===== src/rtl/ps2_host_tx.sv =====
// PS/2 host-to-device transmitter: request-to-send, start, 8 data bits,
// odd parity, stop/ACK, with a filtered device clock and a frame watchdog.
module ps2_host_tx #(
  parameter int RTS_CYCLES   = 10000,
  parameter int TIMEOUT_DVSR = 20000
) (
  input  logic       i_clk,
  input  logic       i_reset,
  input  logic       i_wr_ps2,
  input  logic [7:0] i_din,
  input  logic       i_ps2c,
  input  logic       i_ps2d,
  output logic       o_ps2c_low,
  output logic       o_ps2d_low,
  output logic       o_tx_idle,
  output logic       o_tx_done_tick,
  output logic       o_ack_err,
  output logic       o_time_out
);

  localparam int CW = $clog2(RTS_CYCLES + 1);
  localparam int WW = $clog2(TIMEOUT_DVSR + 1);

  localparam logic [2:0] S_IDLE  = 3'd0;
  localparam logic [2:0] S_RTS   = 3'd1;
  localparam logic [2:0] S_START = 3'd2;
  localparam logic [2:0] S_DATA  = 3'd3;
  localparam logic [2:0] S_STOP  = 3'd4;

  logic [2:0]    state_q, state_d;
  logic [7:0]    filter_q, filter_d;
  logic          filt_q, filt_d;
  logic [CW-1:0] cnt_q, cnt_d;
  logic [WW-1:0] wdog_q, wdog_d;
  logic [3:0]    n_q, n_d;
  logic [8:0]    shift_q, shift_d;
  logic          ack_err_q, ack_err_d;
  logic          done_q, done_d;
  logic          to_q, to_d;
  logic          fall;
  logic          busy;

  always_comb begin
    filter_d = {i_ps2c, filter_q[7:1]};
    filt_d   = filt_q;
    if (&filter_d)
      filt_d = 1'b1;
    else if (~|filter_d)
      filt_d = 1'b0;
    fall = filt_q & ~filt_d;
  end

  assign busy = (state_q == S_START) ||
                (state_q == S_DATA) ||
                (state_q == S_STOP);

  always_comb begin
    state_d   = state_q;
    cnt_d     = cnt_q;
    wdog_d    = wdog_q;
    n_d       = n_q;
    shift_d   = shift_q;
    ack_err_d = ack_err_q;
    done_d    = 1'b0;
    to_d      = 1'b0;
    if (busy)
      wdog_d = fall ? '0 : wdog_q + 1'b1;
    case (state_q)
      S_IDLE: begin
        wdog_d = '0;
        if (i_wr_ps2) begin
          shift_d   = {~^i_din, i_din};
          cnt_d     = CW'(RTS_CYCLES - 1);
          ack_err_d = 1'b0;
          state_d   = S_RTS;
        end
      end
      S_RTS: begin
        wdog_d = '0;
        if (cnt_q == '0)
          state_d = S_START;
        else
          cnt_d = cnt_q - 1'b1;
      end
      S_START: begin
        if (fall) begin
          n_d     = 4'd8;
          state_d = S_DATA;
        end
      end
      S_DATA: begin
        if (fall) begin
          shift_d = {1'b0, shift_q[8:1]};
          if (n_q == '0)
            state_d = S_STOP;
          else
            n_d = n_q - 1'b1;
        end
      end
      S_STOP: begin
        if (fall) begin
          ack_err_d = i_ps2d;
          done_d    = 1'b1;
          state_d   = S_IDLE;
        end
      end
      default: state_d = S_IDLE;
    endcase
    // A real edge in the same cycle wins over the watchdog expiring.
    if (busy && !fall && wdog_q == WW'(TIMEOUT_DVSR - 1)) begin
      state_d   = S_IDLE;
      wdog_d    = '0;
      ack_err_d = 1'b1;
      to_d      = 1'b1;
    end
  end

  always_ff @(posedge i_clk) begin
    if (i_reset) begin
      state_q   <= S_IDLE;
      filter_q  <= '0;
      filt_q    <= 1'b0;
      cnt_q     <= '0;
      wdog_q    <= '0;
      n_q       <= '0;
      shift_q   <= '0;
      ack_err_q <= 1'b0;
      done_q    <= 1'b0;
      to_q      <= 1'b0;
    end else begin
      state_q   <= state_d;
      filter_q  <= filter_d;
      filt_q    <= filt_d;
      cnt_q     <= cnt_d;
      wdog_q    <= wdog_d;
      n_q       <= n_d;
      shift_q   <= shift_d;
      ack_err_q <= ack_err_d;
      done_q    <= done_d;
      to_q      <= to_d;
    end
  end

  assign o_ps2c_low     = (state_q == S_RTS);
  assign o_ps2d_low     = (state_q == S_START) ||
                          ((state_q == S_DATA) && !shift_q[0]);
  assign o_tx_idle      = (state_q == S_IDLE);
  assign o_tx_done_tick = done_q;
  assign o_ack_err      = ack_err_q;
  assign o_time_out     = to_q;

endmodule


===== config.mk =====
export PLATFORM = sky130hd
export DESIGN_NAME = ps2_host_tx
export DESIGN_NICKNAME = d
export VERILOG_FILES = /design/src/rtl/ps2_host_tx.sv
export SDC_FILE = /design/constraint.sdc
export NUM_CORES = 1
export LEC_CHECK = 0
export ABC_AREA = 1
export CORE_UTILIZATION = 60
export DETAILED_ROUTE_END_ITERATION = 10
export GPL_TIMING_DRIVEN = 0
export PLACE_DENSITY_LB_ADDON = 0.25
export RECOVER_POWER = 50
export SLEW_MARGIN = 20
export SYNTH_ARGS = -nofsm -noshare
export SYNTH_HDL_FRONTEND = slang
export SYNTH_SLANG_ARGS = --single-unit

===== constraint.sdc =====
create_clock -name i_clk -period 1.8 [get_ports i_clk]
set_input_delay 0.27 -clock i_clk [delete_from_list [all_inputs] [get_ports i_clk]]
set_output_delay 0.27 -clock i_clk [all_outputs]
set_load 0.02 [all_outputs]

==> metrics.txt, run 1 <==
headroom to the max-slew limit=66.7%; Initial DRC Count=178; FF+latch count, synth=56; slowest stage delay, CP=350 ps; worst setup path category=reg -> out; Crit-path slowest cell=dfxtp_1; minimum clock period=1720 ps; Worst Tran Pin Value=499 ps; Initial Utilization=63.4%; WHS Path Cells=2; Max Clk Rate=582 MHz; # IOs=19; first-pass GRT wire length=11,800 um; critical path peak fanout=10; R2R cell count=10; Port-buffer cells=17; final setup fails=0; CP endpoint kind=output pin; final WL=6710 um; commonest non-fill, non-tap cells in the layout=136 x nand2_1, 74 x nor2_1, 53 x dfxtp_1; routed vias=2,983; Tot GR Track Use=25.0%; worst skew pair latency=310 ps; share of cells above drive strength 1=10.6%; Syn Area/Cell=6.75 sq um; vias per inst=5.14; Ys Warns=0; Max VDD drop=0.000788 V; fin. max-slew vios=0; layout overhead on the synthesized area=9.84%; Post-Synthesis Cells=486; Final Hold Vio Count=0; Pre-Repair DR Iteration Count=4; HP Class=in -> reg; Final ANT Viol Nets=0; antenna cells=0; total gr overflow=0; clock buffer depth=2; setup TNS=0 ps; outcome=finished, final reports clean; Mapped Nets=504; Max Cap Viol=0; commonest non-fill, non-tap cell in the layout=nand2_1; # DRC=0; Core Area=5170 sq um; unrepaired setup endpoints after global routing=false; die area=5770 sq um; Die Ht=76.0 um; Final nets=528; reg2reg end=cnt_q[7]$_SDFFE_PP0P_; initial antenna violation count=0; P per Cell Area=1340 nW/um^2; CTS tree=built; sink of the worst hold path=n_q[3]$_SDFFE_PP0P_; RR Startpoint=cnt_q[0]$_SDFFE_PP0P_; vias in the first global route=2,651; dpl hpwl=4970 um; Worst-path clk slew=100 ps; Non-Filler Instances=580; worst reg2reg setup slack=170 ps; Mapped Area=3280 sq um; number of setup buffers added after CTS=0; CP top delay family=buffers and inverters; CP startpoint kind=flop; post-synthesis cell type count=33; H-tree levels=2; Sink Count=56; CP Data Required Time=1530 ps; drt wl/cell=11.6 um; Hold Startpoint=i_reset; Die W=76.0 um; Final Wtd Congestion=0.930; worst clock skew=7.91 ps; Tcrit/Tclk final=95.4%; worst path cell trace=inv_2 -> nand2_2 -> nor2_4 -> buf_6 -> clkdlybuf4s15_2; Rows=26; # hold bufs at CTS=0; TritonCTS Buffers=5; CP arrival=1450 ps; largest net degree at the start of global routing=16; CTS root buffer=clkbuf_8; sequential-to-total area share from yosys stat=34.2%; worst path buffer plus inverter count=3; cell total after placement=573; leakage=1.50 nW
[area by class of cell]
type / instances / area [sq um]
Tap cell: 70 / 87.6
Fill cell: 471 / 1570
Clock buffer: 6 / 72.6
Buffer: 11 / 80.1
Multi-Input combinational cell: 367 / 1870
Clock inverter: 1 / 5.00
Inverter: 52 / 195
Sequential cell: 56 / 1120
Timing Repair Buffer: 17 / 170
[worst max path at each step]
stage | from | to | cells after the start | slack, ps
finish | state_q[2]$_SDFFE_PP0P_ | o_ps2c_low | 5 | 80
global route | i_ps2c | shift_q[3]$_SDFFE_PP0P_ | 8 | 20
CTS | state_q[2]$_SDFFE_PP0P_ | o_ps2c_low | 5 | 10
detailed placement | i_ps2c | o_ack_err$_SDFFE_PP0P_ | 9 | -80
global placement | i_ps2c | wdog_q[11]$_SDFFE_PP0N_ | 9 | -50
floorplan | wdog_q[0]$_SDFFE_PP0N_ | state_q[1]$_SDFFE_PP0P_ | 10 | 350
[per-layer routing]
metal | GRT usage, % | routed length (um) | up-vias
met5 | 0 | 0 | -
met4 | 7.69 | 74 | 0
met3 | 4.34 | 385 | 7
met2 | 39.5 | 2960 | 80
met1 | 34.6 | 3290 | 1319
li1 | - | - | 1577
[Yosys cell counts, drive strengths merged]
cell type,instances,area (sq um)
nand3b,2,15.0
buf,6,57.6
or2,2,12.5
o211ai,1,7.51
nor2,84,360
xnor2,5,43.8
xor2,19,166
nand3,44,255
a21oi,33,173
nor3,4,20.0
inv,51,191
o21bai,1,18.8
o21ai,11,55.1
nand2,146,586
ha,5,62.6
clkinv,1,3.75
clkbuf,5,18.8
nand4,10,114
dfxtp,56,1120
[registers in the layout, indices dropped and copies added (netlist names), 3 cells and up]
name,flops
wdog_q,15
cnt_q,14
shift_q,9
filter_q,7
n_q,4
state_q,3
[kinds of logic after synthesis]
family,synth area share [%]
AO/OA/AOI/OAI,7.74
adder cells (fa/ha/maj),1.91
buffers and inverters,8.27
XOR/XNOR,6.40
AND/OR/NAND/NOR,41.5
flip-flops,34.2
[where the power goes]
part | total, mW | switching [mW] | internal, mW
registers | 1.62 | 0.189 | 1.44
logic | 2.56 | 1.66 | 0.898
clock network | 0.663 | 0.397 | 0.266
[repair_timing]
action                     4_1_cts  5_1_grt
resized for setup                7        7
setup endpoints to repair        3       21
gates cloned                     0        0
pin swaps                        0        0
[stage by stage]
step | hold slack, ps | total power, mW | cell area [sq um] | utilization [%] | setup WS (ps)
2_1_floorplan | 377 | 3.59 | 3280 | - | 348
3_3_place_gp | 423 | 4.12 | 3540 | 68.4 | -49.9
3_5_place_dp | 428 | 4.19 | 3540 | 68.4 | -83.8
4_1_cts | 322 | 4.82 | 3620 | 70.0 | 9.57
5_1_grt | 346 | 5.25 | 3600 | 69.7 | 17.3
6_report | 305 | 4.85 | 3600 | 69.7 | 82.4
(Power assumes the default switching activity.)
==> run 2: changes to the inputs <==
- CORE_UTILIZATION: 60 -> 45
==> run 2 against run 1 <==
  * Worst hold slack got worse by 17 ps
  * Non-clock buffer count is the same
  * Via count rose by 0.27%
  * Maximum frequency increased by 0.62%
  * Worst setup slack better by 11 ps
  * Die area rose by 32%
  * Sequential cell count did not move
  * Combinational power decreased by 2%
  * Register-to-register slack better by 30 ps
  * Wire length increased by 3.3%
  * Clock power is 39% higher
  * Clock-buffer cell count rose by 1
  * Critical endpoint is now o_ps2d_low
  * Largest cell class unchanged
  * Highest routed layer unchanged
==> metrics.txt, run 2 (synthesized netlist as in run 1, its figures left out) <==
outcome=finished, final reports clean; Crit-path slowest cell=dlygate4sd2_1; worst setup path category=reg -> out; Tot GR Track Use=20.0% (-4.9 points); minimum clock period=1710 ps (-10.5 ps); largest net degree at the start of global routing=17 (+1); HP Class=in -> reg; vias in the first global route=2,737 (+3.2%); drt wl/cell=11.4 um (-1.3%); worst skew pair latency=310 ps (about the same); final core occ=53.2% (-17 points); Post-DP Area=3570 sq um (+0.92%); Pre-Repair DR Iteration Count=5 (+1); Worst Tran Pin Value=527 ps (+27.7 ps); # DRC=0 (unchanged); Place WS=-78.9 ps (+4.89 ps); worst setup margin=92.9 ps (+10.5 ps); TritonCTS Buffers=5 (unchanged); antenna cells=0 (unchanged); critical path peak fanout=4 (-6); total gr overflow=0 (unchanged); initial antenna violation count=0 (unchanged); Final nets=528 (unchanged); CP startpoint kind=flop; Final Wtd Congestion=0.881 (-5.3%); CP arrival=1440 ps (about the same); Core Area=6910 sq um (+34%); die area=7640 sq um (+32%); cell total after placement=599 (+4.5%); Sink Count=56 (unchanged); commonest non-fill, non-tap cells in the layout=135 x nand2_1, 74 x nor2_1, 54 x dfxtp_1; design area=3670 sq um (+1.9%); first-pass GRT wire length=12,200 um (+3.0%); H-tree levels=2 (unchanged); Max Clk Rate=586 MHz (+0.62%); leakage=1.52 nW (+1.8%); Port-buffer cells=17 (unchanged); Tcrit/Tclk final=94.8% (-0.58 points); setup TNS=0 ps (unchanged); CP Data Required Time=1530 ps (about the same); top flop regs=wdog_q: 15 flops, cnt_q: 14 flops, shift_q: 9 flops; Worst-path clk slew=100 ps (about the same); Non-Filler Instances=607 (+4.7%); commonest non-fill, non-tap cell in the layout=nand2_1; Max Cap Viol=0 (unchanged); P per Cell Area=1380 nW/um^2 (+2.4%); hold_ws=287 ps (-17.2 ps); layout overhead on the synthesized area=11.9%; Final Hold Vio Count=0 (unchanged); worst reg2reg setup slack=200 ps (+30 ps); slowest stage delay, CP=360 ps (about the same); fin. max-slew vios=0 (unchanged); share of cells above drive strength 1=10.8% (+0.17 points); Initial Utilization=47.5% (-16 points); Rows=30 (+15%); dpl hpwl=5060 um (+1.8%); worst clock skew=6.88 ps (-1.04 ps); Die W=87.4 um (+15%); Max VDD drop=0.000751 V (-4.8%); unrepaired setup endpoints after global routing=false; worst path cell trace=inv_1 -> nand2_1 -> a21oi_1 -> dlygate4sd2_1; final WL=6930 um (+3.3%); CP top delay family=buffers and inverters; headroom to the max-slew limit=64.9% (-1.8 points); # IOs=19 (unchanged); Final ANT Viol Nets=0 (unchanged); routed vias=2,991 (+0.27%); CP endpoint kind=output pin; final setup fails=0 (unchanged); worst path buffer plus inverter count=2 (-1); max reg flops=15 (unchanged); CTS root buffer=clkbuf_8; overall power=5.06 mW (+4.4%); clock buffer depth=2 (unchanged); Initial DRC Count=159 (-11%); vias per inst=4.93 (-4.2%); Reg with most FFs=wdog_q; CTS tree=built; number of setup buffers added after CTS=0 (unchanged); Die Ht=87.4 um (+15%)
[run 2: worst register-to-register path: stages (launching register included)]
cell and delay [ps]:
dfxtp_1 320, inv_1 140, ha_1 180, nand3_1 80, nor2_1 150, nand3_2 130
nand2_4 100, inv_2 50, buf_2 190, nand2_1 90, a21oi_1 60
[run 2: final timing paths]
path                            cells past startpoint                     from                endpoint
worst max register to register                     10    cnt_q[0]$_SDFFE_PP0P_  cnt_q[10]$_SDFFE_PP0P_
worst min-delay path                                2                  i_reset  cnt_q[13]$_SDFFE_PP0P_
worst min register to register                      2   filter_q[2]$_SDFF_PP0_  filter_q[1]$_SDFF_PP0_
worst max-delay path                                4  state_q[2]$_SDFFE_PP0P_              o_ps2d_low
[run 2: area by class of cell]
cell class / instances / area (sq um)
fill: 698 / 3230
multi-input combinational: 367 / 1870
sequential: 56 / 1120
inverter: 52 / 195
timing repair buffer: 17 / 163
tap: 96 / 120
clock buffer: 7 / 96.3
buffer: 11 / 76.3
clock inverter: 1 / 30.0
[run 2: timing repair]
action	4_1_cts	5_1_grt
resized for setup	7	4
endpoints found under the setup margin	3	19
hold buffers	0	0
[run 2: power breakdown]
part | total [mW] | internal [mW] | switching [mW]
clock network | 0.920 | 0.492 | 0.428
registers | 1.62 | 1.43 | 0.190
logic | 2.51 | 0.876 | 1.64
total | 5.06 | 2.80 | 2.26
[run 2: routing by layer]
| metal | wire (um) | vias up | part of all wire (%) | GRT usage (%) |
|---|---|---|---|---|
| met5 | 0 | - | 0 | 0 |
| met4 | 73 | 0 | 1.1 | 7.15 |
| met3 | 196 | 5 | 2.8 | 3.22 |
| met2 | 3190 | 48 | 46 | 32.5 |
| met1 | 3460 | 1363 | 50 | 26.8 |
| li1 | - | 1575 | - | - |
==> run 3: changes to the inputs <==
- CORE_UTILIZATION: 45 -> 60
==> results of run 3 <==
Same layout as run 1: the final DEF is identical, and so are final timing and power.
